`config.mk`:
```
export PLATFORM = sky130hd
export DESIGN_NAME = instr_fetch_unit_flat
export DESIGN_NICKNAME = d
export VERILOG_FILES = /design/src/rtl/riscv_pkg.sv /design/src/rtl/instr_fetch_unit_if.sv /design/src/rtl/fetch_pc_reg.sv /design/src/rtl/instr_fetch_unit.sv /design/src/flat_wrapper.sv
export SDC_FILE = /design/constraint.sdc
export NUM_CORES = 1
export LEC_CHECK = 0
export CAP_MARGIN = 20
export CORE_MARGIN = 1.5
export CORE_UTILIZATION = 40
export CTS_CLUSTER_DIAMETER = 40
export DETAILED_ROUTE_END_ITERATION = 7
export MAX_ROUTING_LAYER = met4
export PLACE_DENSITY = 0.77
export SLEW_MARGIN = 15
export SYNTH_ARGS = -nofsm -noshare
export SYNTH_HDL_FRONTEND = slang
export SYNTH_SLANG_ARGS = --single-unit
export TNS_END_PERCENT = 5
```
`constraint.sdc`:
```
create_clock -name clk -period 4.65 [get_ports clk]
set_clock_uncertainty 0.15 [all_clocks]
set_input_delay 0.93 -clock clk [delete_from_list [all_inputs] [get_ports clk]]
set_output_delay 0.93 -clock clk [all_outputs]
set_load 0.1 [all_outputs]
```
`src/rtl/riscv_pkg.sv`:
```
// -----------------------------------------------------------------------------
// riscv_pkg
// Shared RV32 definitions for the front end: opcode field constants, the
// canonical NOP encoding and the fetch FSM state type.
// -----------------------------------------------------------------------------
package riscv_pkg;

  localparam int FETCH_XLEN = 32;

  // Major opcode field values (instr[6:0]) consumed by the control unit.
  localparam logic [6:0] OPC_RTYPE  = 7'b0110011;
  localparam logic [6:0] OPC_ITYPE  = 7'b0010011;
  localparam logic [6:0] OPC_LOAD   = 7'b0000011;
  localparam logic [6:0] OPC_STORE  = 7'b0100011;
  localparam logic [6:0] OPC_BRANCH = 7'b1100011;
  localparam logic [6:0] OPC_JAL    = 7'b1101111;
  localparam logic [6:0] OPC_LUI    = 7'b0110111;

  // addi x0, x0, 0
  localparam logic [31:0] NOP_INSTR = 32'h0000_0013;

  typedef enum logic [1:0] {
    S_REQ,   // presenting a request to instruction memory
    S_WAIT,  // request accepted, waiting for the response
    S_HOLD   // instruction held for decode
  } fetch_state_e;

endpackage

```
`src/rtl/instr_fetch_unit_if.sv`:
```
// -----------------------------------------------------------------------------
// instr_fetch_unit_if
// Instruction-memory channel: valid/ready request (address) plus a
// valid-only response (instruction word). At most one request is in flight.
//   master : fetch unit  (drives imem_req_valid, imem_addr)
//   slave  : memory      (drives imem_req_ready, imem_rsp_valid, imem_rsp_data)
// -----------------------------------------------------------------------------
interface instr_fetch_unit_if #(
  parameter int XLEN = 32
);

  logic            imem_req_valid;
  logic            imem_req_ready;
  logic [XLEN-1:0] imem_addr;
  logic            imem_rsp_valid;
  logic [XLEN-1:0] imem_rsp_data;

  modport master (
    output imem_req_valid,
    output imem_addr,
    input  imem_req_ready,
    input  imem_rsp_valid,
    input  imem_rsp_data
  );

  modport slave (
    input  imem_req_valid,
    input  imem_addr,
    output imem_req_ready,
    output imem_rsp_valid,
    output imem_rsp_data
  );

endinterface

```
`src/rtl/fetch_pc_reg.sv`:
```
// -----------------------------------------------------------------------------
// fetch_pc_reg
// Program counter with +4 sequencer, redirect mux and redirect alignment check.
// Ports:
//   clk, rst        clock, synchronous active-high reset (pc <= RESET_PC)
//   redirect_valid  load redirect target (highest priority)
//   redirect_pc     redirect target; low two bits are forced to zero
//   advance         step pc by 4 (wraps modulo 2^XLEN)
//   pc              current fetch address
//   misalign_err    combinational: redirect target is not word aligned
// -----------------------------------------------------------------------------
module fetch_pc_reg #(
  parameter int              XLEN     = 32,
  parameter logic [XLEN-1:0] RESET_PC = '0
) (
  input  logic            clk,
  input  logic            rst,
  input  logic            redirect_valid,
  input  logic [XLEN-1:0] redirect_pc,
  input  logic            advance,
  output logic [XLEN-1:0] pc,
  output logic            misalign_err
);

  logic [XLEN-1:0] pc_q;

  // NOTE: state registers use non-blocking assignments so every flop samples
  // pre-edge values regardless of process evaluation order.
  always_ff @(posedge clk) begin
    if (rst) begin
      pc_q <= RESET_PC;
    end else if (redirect_valid) begin
      pc_q <= {redirect_pc[XLEN-1:2], 2'b00};
    end else if (advance) begin
      pc_q <= pc_q + XLEN'(4);
    end
  end

  assign pc = pc_q;

  // Flags the same cycle the redirect is sampled; masked during reset so the
  // reset value of the flag is 0.
  assign misalign_err = !rst && redirect_valid && (redirect_pc[1:0] != 2'b00);

endmodule

```
`src/rtl/instr_fetch_unit.sv`:
```
// -----------------------------------------------------------------------------
// instr_fetch_unit
// Fetch stage feeding the main decoder. Issues one request at a time to
// instruction memory, holds the returned instruction for decode until it is
// consumed (stall low) or a redirect arrives.
// Ports:
//   clk, rst        clock, synchronous active-high reset
//   imem            instruction-memory channel (master side)
//   stall           decode cannot take the held instruction
//   redirect_valid  taken branch/jump; redirect_pc is the target
//   if_valid        if_* outputs carry a live instruction
//   if_instr, if_opcode, if_pc, if_pc_plus4   held instruction and its PCs
//   misalign_err    redirect target not word aligned (same-cycle pulse)
// Optional (macro FETCH_PERF_CNT_EN):
//   perf_fetch_cnt  instructions consumed by decode
//   perf_kill_cnt   responses discarded because of a redirect
// Only XLEN = 32 is supported.
// -----------------------------------------------------------------------------
module instr_fetch_unit
  import riscv_pkg::*;
#(
  parameter logic [31:0] RESET_PC = 32'h0000_0000,
  parameter int          XLEN     = 32
) (
  input  logic                clk,
  input  logic                rst,
  instr_fetch_unit_if.master  imem,
  input  logic                stall,
  input  logic                redirect_valid,
  input  logic [XLEN-1:0]     redirect_pc,
  output logic                if_valid,
  output logic [XLEN-1:0]     if_instr,
  output logic [6:0]          if_opcode,
  output logic [XLEN-1:0]     if_pc,
  output logic [XLEN-1:0]     if_pc_plus4,
  output logic                misalign_err
`ifdef FETCH_PERF_CNT_EN
  ,
  output logic [31:0]         perf_fetch_cnt,
  output logic [31:0]         perf_kill_cnt
`endif
);

  fetch_state_e    state, state_next;
  logic            kill;
  logic [XLEN-1:0] pc;
  logic            rsp_accept;
  logic            rsp_discard;
  logic            hold_release;

  // A response is kept only if no redirect happened since the request was
  // accepted, including one arriving in the same cycle as the response.
  assign rsp_accept   = (state == S_WAIT) && imem.imem_rsp_valid && !kill && !redirect_valid;
  assign rsp_discard  = (state == S_WAIT) && imem.imem_rsp_valid && (kill || redirect_valid);
  assign hold_release = (state == S_HOLD) && !redirect_valid && !stall;

  fetch_pc_reg #(
    .XLEN     (XLEN),
    .RESET_PC (RESET_PC)
  ) u_pc (
    .clk            (clk),
    .rst            (rst),
    .redirect_valid (redirect_valid),
    .redirect_pc    (redirect_pc),
    .advance        (hold_release),
    .pc             (pc),
    .misalign_err   (misalign_err)
  );

  // State register
  always_ff @(posedge clk) begin
    if (rst) state <= S_REQ;
    else     state <= state_next;
  end

  // Next-state logic
  // NOTE: every combinational output gets a default before the case so no
  // path leaves it unassigned and no latch is inferred.
  always_comb begin
    state_next = state;
    unique case (state)
      S_REQ:  if (!redirect_valid && imem.imem_req_ready) state_next = S_WAIT;
      S_WAIT: if (imem.imem_rsp_valid) state_next = rsp_accept ? S_HOLD : S_REQ;
      S_HOLD: if (redirect_valid || !stall) state_next = S_REQ;
      default: state_next = S_REQ;
    endcase
  end

  // Outputs. Suppressing req_valid during a redirect means imem_addr (= pc)
  // can only change while no request is being presented.
  always_comb begin
    imem.imem_req_valid = (state == S_REQ) && !redirect_valid;
    imem.imem_addr      = pc;
    if_valid            = (state == S_HOLD);
  end

  // Kill flag and held instruction
  always_ff @(posedge clk) begin
    if (rst) begin
      kill     <= 1'b0;
      if_instr <= NOP_INSTR;
      if_pc    <= RESET_PC;
    end else begin
      if (state == S_WAIT) begin
        if (imem.imem_rsp_valid) kill <= 1'b0;
        else if (redirect_valid) kill <= 1'b1;
      end
      if (rsp_accept) begin
        if_instr <= imem.imem_rsp_data;
        if_pc    <= pc;
      end
    end
  end

  assign if_opcode   = if_instr[6:0];
  assign if_pc_plus4 = if_pc + XLEN'(4);

`ifdef FETCH_PERF_CNT_EN
  always_ff @(posedge clk) begin
    if (rst) begin
      perf_fetch_cnt <= '0;
      perf_kill_cnt  <= '0;
    end else begin
      if (hold_release) perf_fetch_cnt <= perf_fetch_cnt + 32'd1;
      if (rsp_discard)  perf_kill_cnt  <= perf_kill_cnt + 32'd1;
    end
  end
`endif

endmodule
```
`src/flat_wrapper.sv`:
```
// flat-port wrapper written by rule: the top's interface ports become plain ports
module instr_fetch_unit_flat import riscv_pkg::*;
#(
  parameter logic [31:0] RESET_PC = 32'h0000_0000,
  parameter int          XLEN     = 32
)
  (clk, rst, stall, redirect_valid, redirect_pc, if_valid, if_instr, if_opcode, if_pc, if_pc_plus4, misalign_err, imem_imem_req_valid, imem_imem_addr, imem_imem_req_ready, imem_imem_rsp_valid, imem_imem_rsp_data);
  instr_fetch_unit_if #(.XLEN(XLEN)) imem_i ();
  input  logic clk;
  input  logic rst;
  input  logic stall;
  input  logic redirect_valid;
  input  logic [XLEN-1:0] redirect_pc;
  output logic if_valid;
  output logic [XLEN-1:0] if_instr;
  output logic [6:0] if_opcode;
  output logic [XLEN-1:0] if_pc;
  output logic [XLEN-1:0] if_pc_plus4;
  output logic misalign_err;
  output wire logic [$bits(imem_i.imem_req_valid)-1:0] imem_imem_req_valid;
  output wire logic [$bits(imem_i.imem_addr)-1:0] imem_imem_addr;
  input wire logic [$bits(imem_i.imem_req_ready)-1:0] imem_imem_req_ready;
  input wire logic [$bits(imem_i.imem_rsp_valid)-1:0] imem_imem_rsp_valid;
  input wire logic [$bits(imem_i.imem_rsp_data)-1:0] imem_imem_rsp_data;
  assign imem_imem_req_valid = imem_i.imem_req_valid;
  assign imem_imem_addr = imem_i.imem_addr;
  assign imem_i.imem_req_ready = imem_imem_req_ready;
  assign imem_i.imem_rsp_valid = imem_imem_rsp_valid;
  assign imem_i.imem_rsp_data = imem_imem_rsp_data;
  instr_fetch_unit #(.RESET_PC(RESET_PC), .XLEN(XLEN)) u_core (.clk(clk), .rst(rst), .imem(imem_i), .stall(stall), .redirect_valid(redirect_valid), .redirect_pc(redirect_pc), .if_valid(if_valid), .if_instr(if_instr), .if_opcode(if_opcode), .if_pc(if_pc), .if_pc_plus4(if_pc_plus4), .misalign_err(misalign_err));
endmodule
```
==> run summary <==
Switching Share: 0.3278
Endpoints failing setup: 0
Synthesized area per cell: 7.686 µm²
GPL Wtd Cong: 0.8491
Setup slack, reg-to-reg: 2270 ps
Antenna violations before repair: 0
Largest net degree at the start of global routing: 100
Setup crit end kind: primary output
Worst skew pair latency: 340 ps
Die extent in y: 112.5 µm
Max Freq: 0.2682 GHz
Nature of the critical path startpoint: register
CP startpoint: u_core.if_pc[4]
Setup CP Type: reg2out
# IOs: 208
Largest stage delay on the critical path: 600 ps
Clk pin slew, worst setup/hold paths: 60 ps
Synth Area in Adders: 0.005218
Max Slew Vio Count: 0
Clock power share: 0.356
Clk root buf: clkbuf_16
Cell variety after synth: 49
Least-Margin Pin Slew: 1046 ps
Buf/Inv on CP: 1
Max rail drop VDD: 146.9 µV
Post_cts resized: 0
Layout cell share with drive strength beyond 1: 0.07250
DRC: 20
Dpl hpwl: 11.11 mm
Post-synthesis sequential area ratio: 0.3966
Ys flop type: dfxtp_1
ANT nets after route: 0
Layout fillers: 1021
Port bufs: 201
Largest family of logic cells by synthesized area: simple AND/OR/NAND/NOR gates
FF+latch count, synth: 95
Gr usage total: 0.2403
Final period util: 0.8017
Crit path max fanout: 11
TritonCTS clock tree: built
Core area: 11560 µm²
DRT Pass-1 Iters: 8
Synth warn: 0
R2r startpoint: u_core.u_pc.pc[2]
Multiplexer share of the synthesized area: 0.002348
WL/cell: 16.07 µm
Nets@finish: 867
Placement row count: 39
Commonest non-fill, non-tap cell in the layout: clkdlybuf4s50_1
Min Tclk post-route: 3728 ps
Xor and xnor area share after synthesis: 0.06757
Critical path, cell by cell: and4_1, nand4_1, nor4_1, xor2_2, buf_4
CTS Hold Bufs: 0
RSZ-0062 raised after global routing: false
Post-synthesis simple-gate area fraction: 0.3118
Total number of vias: 5107
Arrival time at the worst endpoint: 2650 ps
Die area: 12660 µm²
R2r endpoint: u_core.u_pc.pc[24]
Rel. slew slack: 0.3024
Internal power: 1406 µW
Die W: 112.5 µm
Diode count: 0
Initial core utilization: 0.4147
Detail-routed via count per cell: 5.416
Net Sw Power: 685.5 µW
Ys async rst share: 0
Share of power burned in registers: 0.425
Final hold vios: 0
Max Buffers Root-to-Sink: 2
Reg2reg path depth: 5
CP delay by family, top: simple AND/OR/NAND/NOR gates
GR Overflow Total: 0
Sink Count: 95
Initial drt markers: 439
WP data required: 3570 ps
Vias in the first global route: 4684
CP max-delay cell: nor4_1
Setup TNS: 0 ps
Number of synthesized flops with an enable pin: 0
Worst hold path class: reg2reg
Total Wirelength: 15.15 mm
Max cap viols: 0
Complex-gate fraction of the synthesized area: 0.1458
LEAKAGE: 0.002461 µW
CTS Buf Count: 9
Crit path depth: 5
Failing checks: design-rule violations
Cell Area, Synth: 4796 µm²
Most frequent cells in the layout: 177 x clkdlybuf4s50_1, 152 x nand2_1, 95 x dfxtp_1, 64 x a21oi_1, 34 x nor2_1
PD cells: 297.1 nW/µm²
Comb power frac: 0.219
Status: complete, but fails checks
Critical Path End: if_pc_plus4[31]
Level count of the clock H-tree: 3
Synthesis-to-finish area growth: 46.78%
Util after Layout: 0.6087
Post-CTS Setup Inserts: 0
Syn Inst Count: 624
First-pass GRT wire length: 23.85 mm
==> flip-flops by register name, summed over array words and instances (netlist names) <==
register         cells
u_core.if_instr     32
u_core.if_pc        30
u_core.kill          1
u_core.state         2
u_core.u_pc.pc      30
==> power groups by stage <==
| stage | Sequential (µW) | Clock (µW) | Combinational, µW |
|---|---|---|---|
| 2_1_floorplan | 1080 | 0 | 141 |
| 3_3_place_gp | 905 | 0 | 451 |
| 3_5_place_dp | 906 | 0 | 455 |
| 4_1_cts | 888 | 755 | 457 |
| 5_1_grt | 894 | 789 | 474 |
| 6_report | 889 | 745 | 457 |
==> worst min-delay path by stage <==
stage / startpoint / endpoint / slack [ps] / depth (start not counted)
after CTS: u_core.if_instr[25] / u_core.if_instr[25] / 310 / 2
after floorplan: u_core.state[1] / u_core.state[0] / 310 / 1
after detailed placement: u_core.if_instr[25] / u_core.if_instr[25] / 300 / 2
final: u_core.if_instr[30] / u_core.if_instr[30] / 310 / 2
after global routing: u_core.if_instr[30] / u_core.if_instr[30] / 320 / 2
after global placement: u_core.if_instr[31] / u_core.if_instr[31] / 290 / 2
==> metrics by stage <==
stage / cell area [µm²] / hold WS, ps / setup slack (ps) / power [µW] / cells
6_report: 7039 / 305.5 / 921.9 / 2091 / 943
5_1_grt: 7039 / 323.4 / 714.7 / 2156 / 943
4_1_cts: 7019 / 305.8 / 856.6 / 2099 / 942
3_5_place_dp: 6720 / 296.4 / 1227 / 1361 / 926
3_3_place_gp: 6720 / 291.5 / 1292 / 1356 / 926
2_1_floorplan: 4822 / 313.9 / -9.967 / 1218 / 629
==> routing by layer <==
layer,track usage,part of all wire,up-vias,wire length [µm]
met5,-,0,-,0
met4,0.08017,0.019,0,293
met3,0.02646,0.064,21,965
met2,0.4033,0.48,229,7313
met1,0.3033,0.43,2359,6581
li1,-,-,2498,-
==> cell families (layout without fill, tap and decap cells) <==
logic type / Yosys count / in the layout
and+or+nand+nor: 309 / 309
AOI/OAI and AO/OA: 114 / 114
DFF: 95 / 95
buffers and inverters: 65 / 236
xor gates and xnor gates: 37 / 37
adders and majority gates: 2 / 2
other: 1 / 6
muxes: 1 / 1
==> synthesized netlist by cell type (7+ instances only) <==
master    number  area, µm²
a211oi_1       9      67.56
o21ai_0       10      50.05
nand4_1       10      62.56
and4_1         9      78.83
a21oi_1       64      320.3
nor2_1        34      127.6
clkbuf_1      30      112.6
nor3_1        17      85.08
or3_1         10      62.56
buf_4         13      97.59
nor4_1        11      68.82
xnor2_1       17      148.9
inv_1         13      48.80
a311oi_1      12      105.1
nand3_1       26      130.1
xor2_1        20      175.2
or4_1          7      52.55
dfxtp_1       95       1902
nand2_1      152      570.6
==> layout make-up <==
type                       instances  area (µm²)  share of cell area
multi-input combinational        469        2591              0.3681
timing repair buffer             207        2019              0.2869
sequential                        95        1902              0.2702
clock buffer                      11       242.7             0.03448
tap                              143       178.9             0.02542
clock inverter                     5       56.30            0.007999
inverter                          13       48.80            0.006932
==> worst min-delay path: cells and delay by family, from the launching register on <==
family           cells  cell delay (ps)
flip-flops           1              310
AND/OR/NAND/NOR      1               50
AO/OA/AOI/OAI        1               50
(Power assumes the default switching activity.)
